`src/rtl/nes_pal_pkg.sv`:
```
// Shared palette-load types: RGB entry layout, controller states and palette geometry.
// Entry bytes arrive R, G, B; a full .pal holds PAL_ENTRIES * PAL_BYTES_PER_ENTRY bytes.
package nes_pal_pkg;
   localparam int PAL_ENTRIES         = 64;
   localparam int PAL_BYTES_PER_ENTRY = 3;

   typedef struct packed {
      logic [7:0] r;
      logic [7:0] g;
      logic [7:0] b;
   } rgb24_t;

   typedef enum logic [1:0] {IDLE, RECV, DRAIN, DONE} pal_load_state_t;
endpackage

```
`src/rtl/pal_load_ctrl_if.sv`:
```
// Host download stream plus palette RAM write port; master is the host/video side,
// slave is the load controller.
interface pal_load_ctrl_if
   import nes_pal_pkg::*;
#(
   parameter int IDX_W = 6
);
   logic             dl_en;
   logic             dl_wr;
   logic [7:0]       dl_data;
   logic             blank;
   logic             dl_wait;
   logic             load_color;
   rgb24_t           load_color_data;
   logic [IDX_W-1:0] load_color_index;

   modport master (
      output dl_en, dl_wr, dl_data, blank,
      input  dl_wait, load_color, load_color_data, load_color_index
   );

   modport slave (
      input  dl_en, dl_wr, dl_data, blank,
      output dl_wait, load_color, load_color_data, load_color_index
   );
endinterface

```
`src/rtl/pal_byte_packer.sv`:
```
// Assembles R,G,B download bytes into one entry; entry_done fires combinationally on the
// completing byte with rgb valid in the same cycle. No backpressure of its own.
module pal_byte_packer
   import nes_pal_pkg::*;
(
   input  logic       clk,
   input  logic       reset,
   input  logic       clr,
   input  logic       byte_vld,
   input  logic [7:0] byte_dat,
   output logic [1:0] byte_cnt,
   output rgb24_t     rgb,
   output logic       entry_done
);
   localparam logic [1:0] LAST = 2'(PAL_BYTES_PER_ENTRY - 1);

   logic [1:0] cnt_q, cnt_d;
   logic [7:0] r_q, r_d;
   logic [7:0] g_q, g_d;

   always_comb begin
      cnt_d = cnt_q;
      r_d   = r_q;
      g_d   = g_q;
      if (clr) begin
         cnt_d = 2'd0;
      end else if (byte_vld) begin
         cnt_d = (cnt_q == LAST) ? 2'd0 : cnt_q + 2'd1;
         if (cnt_q == 2'd0) r_d = byte_dat;
         if (cnt_q == 2'd1) g_d = byte_dat;
      end
   end

   always_ff @(posedge clk) begin
      if (reset) begin
         cnt_q <= 2'd0;
         r_q   <= 8'd0;
         g_q   <= 8'd0;
      end else begin
         cnt_q <= cnt_d;
         r_q   <= r_d;
         g_q   <= g_d;
      end
   end

   assign byte_cnt   = cnt_q;
   assign entry_done = byte_vld & (cnt_q == LAST);
   assign rgb        = {r_q, g_q, byte_dat};
endmodule

```
`src/rtl/pal_load_ctrl.sv`:
```
// Loads a 64-entry RGB palette from a host byte stream into palette RAM; commits one cycle after
// capture, inside blanking when PAL_LOAD_BLANK_GATE_EN is defined. Host stalled via dl_wait.
module pal_load_ctrl
   import nes_pal_pkg::*;
#(
   parameter int ENTRIES = PAL_ENTRIES,
   parameter int IDX_W   = $clog2(ENTRIES)
)(
   input  logic            clk,
   input  logic            reset,
   pal_load_ctrl_if.slave  bus,
   output logic            palette_valid,
   output logic            load_error,
   output logic            busy
);
   localparam logic [IDX_W:0] FULL_CNT = (IDX_W+1)'(ENTRIES);

   pal_load_state_t state_q, state_d;
   logic            dl_en_q, dl_en_d;
   logic            rise_lat_q, rise_lat_d;
   logic            pend_q, pend_d;
   rgb24_t          hold_q, hold_d;
   logic [IDX_W:0]  entry_idx_q, entry_idx_d;
   logic [IDX_W:0]  cap_cnt_q, cap_cnt_d;
   logic            err_q, err_d;
   logic            palette_valid_q, palette_valid_d;
   logic            load_error_q, load_error_d;
   logic            busy_q, busy_d;

   logic            win, rise, fall, in_recv, commit, byte_acc, byte_drop;
   logic            start, partial;
   logic [1:0]      byte_cnt;
   rgb24_t          pk_rgb;
   logic            entry_done;

`ifdef PAL_LOAD_BLANK_GATE_EN
   assign win = bus.blank;
`else
   // Writes go out immediately; a stolen pixel read shows as a one-pixel glitch.
   logic blank_unused;
   assign blank_unused = bus.blank;
   assign win = 1'b1;
`endif

   assign rise      = bus.dl_en & ~dl_en_q;
   assign fall      = ~bus.dl_en & dl_en_q;
   assign in_recv   = (state_q == RECV);
   assign commit    = pend_q & win;
   assign byte_drop = in_recv & bus.dl_wr & bus.dl_wait;
   // Once every entry is captured, surplus bytes (emphasis files) are swallowed silently.
   assign byte_acc  = in_recv & bus.dl_wr & ~bus.dl_wait & (cap_cnt_q != FULL_CNT);

   pal_byte_packer u_packer (
      .clk        (clk),
      .reset      (reset),
      .clr        (start),
      .byte_vld   (byte_acc),
      .byte_dat   (bus.dl_data),
      .byte_cnt   (byte_cnt),
      .rgb        (pk_rgb),
      .entry_done (entry_done)
   );

   always_comb begin
      state_d         = state_q;
      dl_en_d         = bus.dl_en;
      rise_lat_d      = rise_lat_q;
      pend_d          = pend_q;
      hold_d          = hold_q;
      entry_idx_d     = entry_idx_q;
      cap_cnt_d       = cap_cnt_q;
      err_d           = err_q;
      palette_valid_d = palette_valid_q;
      load_error_d    = load_error_q;
      start           = 1'b0;
      partial         = byte_acc ? (byte_cnt != 2'd2) : (byte_cnt != 2'd0);

      if (commit) begin
         entry_idx_d = entry_idx_q + 1'b1;
         pend_d      = 1'b0;
      end
      if (entry_done) begin
         hold_d    = pk_rgb;
         pend_d    = 1'b1;
         cap_cnt_d = cap_cnt_q + 1'b1;
      end
      if (byte_drop) err_d = 1'b1;

      case (state_q)
         IDLE:  if (rise) start = 1'b1;
         RECV:  if (fall) begin
                   state_d = DRAIN;
                   if (partial) err_d = 1'b1;
                end
         DRAIN: begin
                   if (rise) rise_lat_d = 1'b1;
                   if (!pend_q) state_d = DONE;
                end
         DONE:  begin
                   palette_valid_d = (entry_idx_q == FULL_CNT) & ~err_q;
                   load_error_d    = ~palette_valid_d;
                   state_d         = IDLE;
                   if (rise | rise_lat_q) start = 1'b1;
                end
         default: state_d = IDLE;
      endcase

      if (start) begin
         state_d         = RECV;
         rise_lat_d      = 1'b0;
         pend_d          = 1'b0;
         entry_idx_d     = '0;
         cap_cnt_d       = '0;
         err_d           = 1'b0;
         palette_valid_d = 1'b0;
         load_error_d    = 1'b0;
      end
      busy_d = (state_d != IDLE);
   end

   always_ff @(posedge clk) begin
      if (reset) begin
         state_q         <= IDLE;
         dl_en_q         <= 1'b0;
         rise_lat_q      <= 1'b0;
         pend_q          <= 1'b0;
         hold_q          <= '0;
         entry_idx_q     <= '0;
         cap_cnt_q       <= '0;
         err_q           <= 1'b0;
         palette_valid_q <= 1'b0;
         load_error_q    <= 1'b0;
         busy_q          <= 1'b0;
      end else begin
         state_q         <= state_d;
         dl_en_q         <= dl_en_d;
         rise_lat_q      <= rise_lat_d;
         pend_q          <= pend_d;
         hold_q          <= hold_d;
         entry_idx_q     <= entry_idx_d;
         cap_cnt_q       <= cap_cnt_d;
         err_q           <= err_d;
         palette_valid_q <= palette_valid_d;
         load_error_q    <= load_error_d;
         busy_q          <= busy_d;
      end
   end

   assign bus.dl_wait          = pend_q & (byte_cnt == 2'd2);
   assign bus.load_color       = commit;
   assign bus.load_color_data  = hold_q;
   assign bus.load_color_index = entry_idx_q[IDX_W-1:0];
   assign palette_valid        = palette_valid_q;
   assign load_error           = load_error_q;
   assign busy                 = busy_q;
endmodule

```
`src/flat_wrapper.sv`:
```
// flat-port wrapper written by rule: the top's interface ports become plain ports
module pal_load_ctrl_flat import nes_pal_pkg::*;
#(
   parameter int ENTRIES = PAL_ENTRIES,
   parameter int IDX_W   = $clog2(ENTRIES)
)
  (clk, reset, palette_valid, load_error, busy, bus_dl_en, bus_dl_wr, bus_dl_data, bus_blank, bus_dl_wait, bus_load_color, bus_load_color_data, bus_load_color_index);
  pal_load_ctrl_if #(.IDX_W(IDX_W)) bus_i ();
  input  logic clk;
  input  logic reset;
  output logic palette_valid;
  output logic load_error;
  output logic busy;
  input wire logic [$bits(bus_i.dl_en)-1:0] bus_dl_en;
  input wire logic [$bits(bus_i.dl_wr)-1:0] bus_dl_wr;
  input wire logic [$bits(bus_i.dl_data)-1:0] bus_dl_data;
  input wire logic [$bits(bus_i.blank)-1:0] bus_blank;
  output wire logic [$bits(bus_i.dl_wait)-1:0] bus_dl_wait;
  output wire logic [$bits(bus_i.load_color)-1:0] bus_load_color;
  output wire logic [$bits(bus_i.load_color_data)-1:0] bus_load_color_data;
  output wire logic [$bits(bus_i.load_color_index)-1:0] bus_load_color_index;
  assign bus_i.dl_en = bus_dl_en;
  assign bus_i.dl_wr = bus_dl_wr;
  assign bus_i.dl_data = bus_dl_data;
  assign bus_i.blank = bus_blank;
  assign bus_dl_wait = bus_i.dl_wait;
  assign bus_load_color = bus_i.load_color;
  assign bus_load_color_data = bus_i.load_color_data;
  assign bus_load_color_index = bus_i.load_color_index;
  pal_load_ctrl #(.ENTRIES(ENTRIES), .IDX_W(IDX_W)) u_core (.clk(clk), .reset(reset), .bus(bus_i), .palette_valid(palette_valid), .load_error(load_error), .busy(busy));
endmodule
```
`config.mk`:
```
export PLATFORM = sky130hd
export DESIGN_NAME = pal_load_ctrl_flat
export DESIGN_NICKNAME = d
export VERILOG_FILES = /design/src/rtl/nes_pal_pkg.sv /design/src/rtl/pal_load_ctrl_if.sv /design/src/rtl/pal_byte_packer.sv /design/src/rtl/pal_load_ctrl.sv /design/src/flat_wrapper.sv
export SDC_FILE = /design/constraint.sdc
export NUM_CORES = 1
export LEC_CHECK = 0
export BUFFER_PORTS_ARGS = -buffer_cell sky130_fd_sc_hd__buf_2
export CORE_ASPECT_RATIO = 1.2
export CORE_MARGIN = 1
export CORE_UTILIZATION = 51
export CTS_CLUSTER_SIZE = 25
export DETAILED_ROUTE_END_ITERATION = 6
export PLACE_DENSITY = 0.74
export SYNTH_ARGS = -nofsm -noshare
export SYNTH_HDL_FRONTEND = slang
export SYNTH_SLANG_ARGS = --single-unit
```
`constraint.sdc`:
```
create_clock -name clk -period 3 [get_ports clk]
set_clock_uncertainty 0.05 [all_clocks]
set_input_delay 0.3 -clock clk [delete_from_list [all_inputs] [get_ports clk]]
set_output_delay 0.3 -clock clk [all_outputs]
set_load 0.03 [all_outputs]
```
[Word level (Yosys, flattened, before mapping)]
Index checks and enable logic that the tools add are counted.
Operators by class
  multiply operators: 0
  reduce and logical (&&, ||, !) cells: 8
  magnitude comparators: 0
  div/mod/pow operators: 0
  mux-type cells: 14
  shift-type cells: 0
  add/sub/neg operators: 3
  bitwise gates (word level): 16
  equal/unequal tests: 8
Operator list (count)
  $add 7x1->7 const B: 2
  $and 1x1->1: 9
  $mux 1: 8
  $mux 2: 4
  $eq 7x7->1 const B: 1
  $ne 7x7->1 const B: 1
  $eq 2x2->1 const B: 3
  $not 1->1: 6
  $pmux 2 s3: 1
  $reduce_and 3->1: 2
  $eq 2x1->1 const B: 2
  $logic_not 2->1: 2
  $reduce_bool 2->1: 2
  $add 2x1->2 const B: 1
  $ne 2x2->1 const B: 1
  $pmux 1 s2: 1
  $reduce_and 2->1: 1
  $reduce_or 2->1: 1
  $or 1x1->1: 1
Word-level totals
  register bits: 65
  output and inout bits: 35
  memories kept: 0
  bits in latches: 0
  word-level logic and storage cells: 65
  bits in writable memories: 0
  input port bits: 13
  bits in read-only memories: 0

[Depth between registers and ports, before layout]
  word-level depth: 9
  gate-level depth with buffers: 8
  gate-level depth less buffers: 6

[By module]
Synthesis repeated with hierarchy kept, for this count alone.
Unflattened totals
  cells, all modules: 286
  area total of the unflattened synthesis: 2854.0 um2
Modules (own cells, without submodules)
  pal_load_ctrl: area each 1994.4 um2, cells an instance 206, instances 1, seq. area each 940.9 um2
  pal_byte_packer: area each 859.6 um2, cells an instance 80, instances 1, seq. area each 360.3 um2

[Worst setup path before layout]
OpenSTA, ideal clock, no wires.
  path type: reg-to-reg
  start: reg u_core.state_q[1]
  end: reg u_core.cap_cnt_q[5]
  cell stages (with the launch flop): 8
  data required time: 2879 ps
  path buffers: 1
  clock period less this slack: 2051 ps
  slack: 949 ps
  library setup time: 71 ps
  arrival time: 1930 ps
  cells stage by stage: dfxtp_1 inv_1 ha_1 nand2_1 a2111o_1 buf_2 or4_1 a21oi_1
On the way
  word-level cells in the longest chain between the ends: 5
  elaborated cells on any way between the ends: 9
  classes of those cells: eq/ne: 2; mux: 1; bitwise: 4; reduce/logical: 2
RTL lines
  start: declaration: RTL line pal_load_ctrl.sv:18  | pal_load_state_t state_q, state_d;
  start signal: assignment: RTL line pal_load_ctrl.sv:135  | state_q <= state_d;
  $eq 2x1->1: RTL line pal_load_ctrl.sv:47  | assign in_recv = (state_q == RECV);
  $and 1x1->1 (3 in a row): RTL line pal_load_ctrl.sv:51  | assign byte_acc = in_recv & bus.dl_wr & ~bus.dl_wait & (cap_cnt_q != FULL_CNT);
  $and 1x1->1: RTL line pal_byte_packer.sv:47  | assign entry_done = byte_vld & (cnt_q == LAST);
  end signal: assignment: RTL line pal_load_ctrl.sv:141  | cap_cnt_q <= cap_cnt_d;
  end: declaration: RTL line pal_load_ctrl.sv:24  | logic [IDX_W:0] cap_cnt_q, cap_cnt_d;
Several ways; a longest one is shown, not always the timed one.
A chain may end at the register's enable or synchronous reset.

[Worst setup path in the final report]
Same ends and word-level chain as after synthesis.

==> results.md <==
- Status: finished clean
- Crit-path cells: inv_1 -> ha_1 -> nand2_1 -> a2111o_1 -> or4_1 -> a21oi_1
- Lkg Pwr: 1.339 nW
- Final period util: 79.16%
- CP Capture Type: flip-flop
- Worst-path clk slew: 0.07 ns
- Fill cells: 469
- Most common cell after layout, fill and taps aside: dfxtp_1
- Setup bufs post-CTS: 0
- GRT overflow: 0
- CP required: 3.21 ns
- Setup TNS: 0 ns
- Post-CTS resize count: 0
- Clock sinks: 65
- Buf/Inv on CP: 1
- Biggest area consumer among synthesized cells: dfxtp_1
- Kind of critical path: reg -> reg
- Ports: 48
- Core area: 5261 µm²
- Max Cap Viol: 0
- Hold Fails Final Rpt: 0
- Worst Hold End: u_core.dl_en_q
- DRC viols: 0
- Comb power frac: 5.0%
- Yosys Warn Count: 0
- RSZ-0062 raised after global routing: false
- Total CTS buffers: 9
- DRT Pass-1 Iters: 4
- Nets: 380
- Fmax: 421.1 MHz
- Clock Latency Late Sink: 0.34 ns
- Vias per Instance: 5.217
- Seq/Total Area, Yosys: 46.62%
- Mapped Area: 2791 µm²
- # setup viols final: 0
- Max transition margin: 49.30%
- Hold Path Class: in -> reg
- Crit path largest cell delay: 0.61 ns
- CTS tree: yes
- Port Buffers: 46
- Area grow syn2layout: 17.21%
- First-pass GRT wire length: 9032 µm
- Starting Density: 53.06%
- Antenna Diode Count: 0
- Die footprint: 5775 µm²
- CP max FO: 12
- Mean area per synthesized cell: 8.806 µm²
- Post-route minimum period: 2.375 ns
- Tightest Pin Transition: 0.7604 ns
- H-tree depth reported by CTS: 3
- Critical Path Source Type: flip-flop
- Sequential Power Share: 46.9%
- Worst R2R Start: u_core.state_q[1]
- Wire per inst: 12.77 µm
- Worst reg-to-reg setup slack: 0.63 ns
- Clk buf depth: 2
- Die W: 69.54 µm
- #FFs+latches synth: 65
- Vias: 2212
- Crit-path slowest cell: a2111o_1
- Post-synthesis cell count: 317
- Share of the synthesized area in the top cell type: 46.62%
- Hold buffer count at cts: 0
- Largest delay share family, worst path: compound AO/OA/AOI/OAI gates
- Worst Reg-to-Reg Cells: 6
- Drt total wl: 5414 µm
- Iter 0 DRT Violations: 135
- Antenna violations before repair: 0
- Switching part of the total: 21.12%
- Commonest cells after routing, fill and taps aside: dfxtp_1, nand2_1, buf_2
- Placed Cells: 408
- Cell row count: 29
- Post-synth EDFFs: 0
- Hold path cells: 2
- Hold path start: bus_dl_en
- Vias in the first global route: 2023
- Worst VDD drop: 507.9 µV
- Distinct cells, synth: 40
- Gpl congestion: 0.7556
- Net Sw Power: 0.3969 mW
- Clock power frac: 48.1%
- Clk root buf: clkbuf_8
- Total GRT Usage: 19.94%
- Placed inst area: 3028 µm²
- Dpl hpwl: 3737 µm
- Largest net degree at the start of global routing: 52
- FF-to-FF End: u_core.cap_cnt_q[5]
- Synth Flop Type: dfxtp_1
- Chip height: 83.05 µm
- Design area: 3272 µm²
- Pwr dens: 574.4 nW/µm²
- Pint: 1.482 mW
- Net Count, Synth: 340
- Post-route ant nets: 0
- Synth area leaders: dfxtp_1, nand2_1, mux2i_1
- Layout cell share with drive strength beyond 1: 18.78%
- Fraction of registers with async set/reset: 0%
- Final non-filler cell total: 424
- Arr. time, crit path: 2.59 ns
- Max-slew violation count: 0
## Yosys cell counts, drive strengths merged (2+ instances only)
cell type	count
dfxtp	65
nand2	60
a21oi	32
nand2b	27
nor2	22
mux2i	18
buf	11
clkbuf	10
ha	10
inv	10
xnor2	7
nand4	4
o21ai	4
nor2b	3
nor4	3
or4	3
xor2	3
a211oi	2
a31oi	2
and2	2
nand3	2
nor3	2
o31ai	2
or3	2
## routing by layer
| layer | routed length, µm | part of all wire, % | track usage [%] |
|---|---|---|---|
| met2 | 2703 | 50 | 33.10 |
| met5 | 0 | 0 | 0 |
| met3 | 227 | 4.2 | 5.461 |
| met1 | 2372 | 44 | 22.74 |
| met4 | 111 | 2.1 | 11.69 |
## flip-flops by register name, indices dropped and copies added (netlist names)
name / count
u_core.bus.load_color: 1
u_core.dl_en_q: 1
u_core.busy: 1
u_core.rise_lat_q: 1
u_core.state_q: 2
u_core.palette_valid: 1
u_core.bus.load_color_data: 24
u_core.u_packer.g_q: 8
u_core.cap_cnt_q: 7
u_core.err_q: 1
u_core.load_error: 1
u_core.entry_idx_q: 7
u_core.u_packer.r_q: 8
u_core.u_packer.byte_cnt: 2
## metrics by stage
step	total power [mW]	setup WS [ns]	hold slack, ns	utilization, %
2_1_floorplan	0.9664	0.9492	0.3782	-
3_3_place_gp	0.9929	0.7257	0.3914	57.55
3_5_place_dp	0.9946	0.6406	0.3944	57.55
4_1_cts	1.893	0.6293	0.1351	62.19
5_1_grt	1.949	0.4985	0.1360	62.19
6_report	1.879	0.6253	0.1469	62.19
## how the worst max path moves through the flow
stage	from	end	slack [ns]	cells after the start
5_1_grt	u_core.state_q[1]	u_core.cap_cnt_q[5]	0.50	6
3_5_place_dp	u_core.state_q[1]	u_core.cap_cnt_q[5]	0.64	6
4_1_cts	u_core.state_q[1]	u_core.cap_cnt_q[5]	0.63	6
2_1_floorplan	u_core.state_q[1]	u_core.cap_cnt_q[5]	0.95	7
3_3_place_gp	u_core.state_q[1]	u_core.cap_cnt_q[5]	0.73	6
6_report	u_core.state_q[1]	u_core.cap_cnt_q[5]	0.63	6
## power by group through the flow
stage / Combinational [mW] / Sequential [mW] / Clock (mW)
3_3_place_gp: 0.0920 / 0.901 / 0
3_5_place_dp: 0.0934 / 0.901 / 0
4_1_cts: 0.0936 / 0.882 / 0.918
6_report: 0.0935 / 0.882 / 0.904
5_1_grt: 0.104 / 0.883 / 0.962
2_1_floorplan: 0.0648 / 0.902 / 0
## cell families after synthesis
| kind of cell | Yosys count | share of synthesized area, % |
|---|---|---|
| flops | 65 | 46.62 |
| mux | 18 | 6.454 |
| fa+ha+maj | 10 | 4.482 |
| buf+inv | 31 | 5.424 |
| compound gates | 50 | 10.76 |
| simple gates | 133 | 23.13 |
| xor+xnor | 10 | 3.138 |
## final cells by class
cell class / count / area, µm² / area share [%]
clock buffers: 11 / 141.4 / 4.321
clock inverters: 5 / 102.6 / 3.136
inverters: 10 / 37.54 / 1.147
multi-input cells: 221 / 1351 / 41.30
flip-flops and latches: 65 / 1301 / 39.77
well taps: 62 / 77.57 / 2.371
repair buffers: 50 / 260.3 / 7.954
## worst reg2reg max path: cells and delay by family, from the launching register on
| family | cells | cell delay, ns |
|---|---|---|
| AOI/OAI and AO/OA | 2 | 0.76 |
| adders and majority gates | 1 | 0.25 |
| buffers and inverters | 1 | 0.15 |
| DFF | 1 | 0.35 |
| and+or+nand+nor | 2 | 0.74 |
Note: power is estimated with default switching activity, not from simulation.
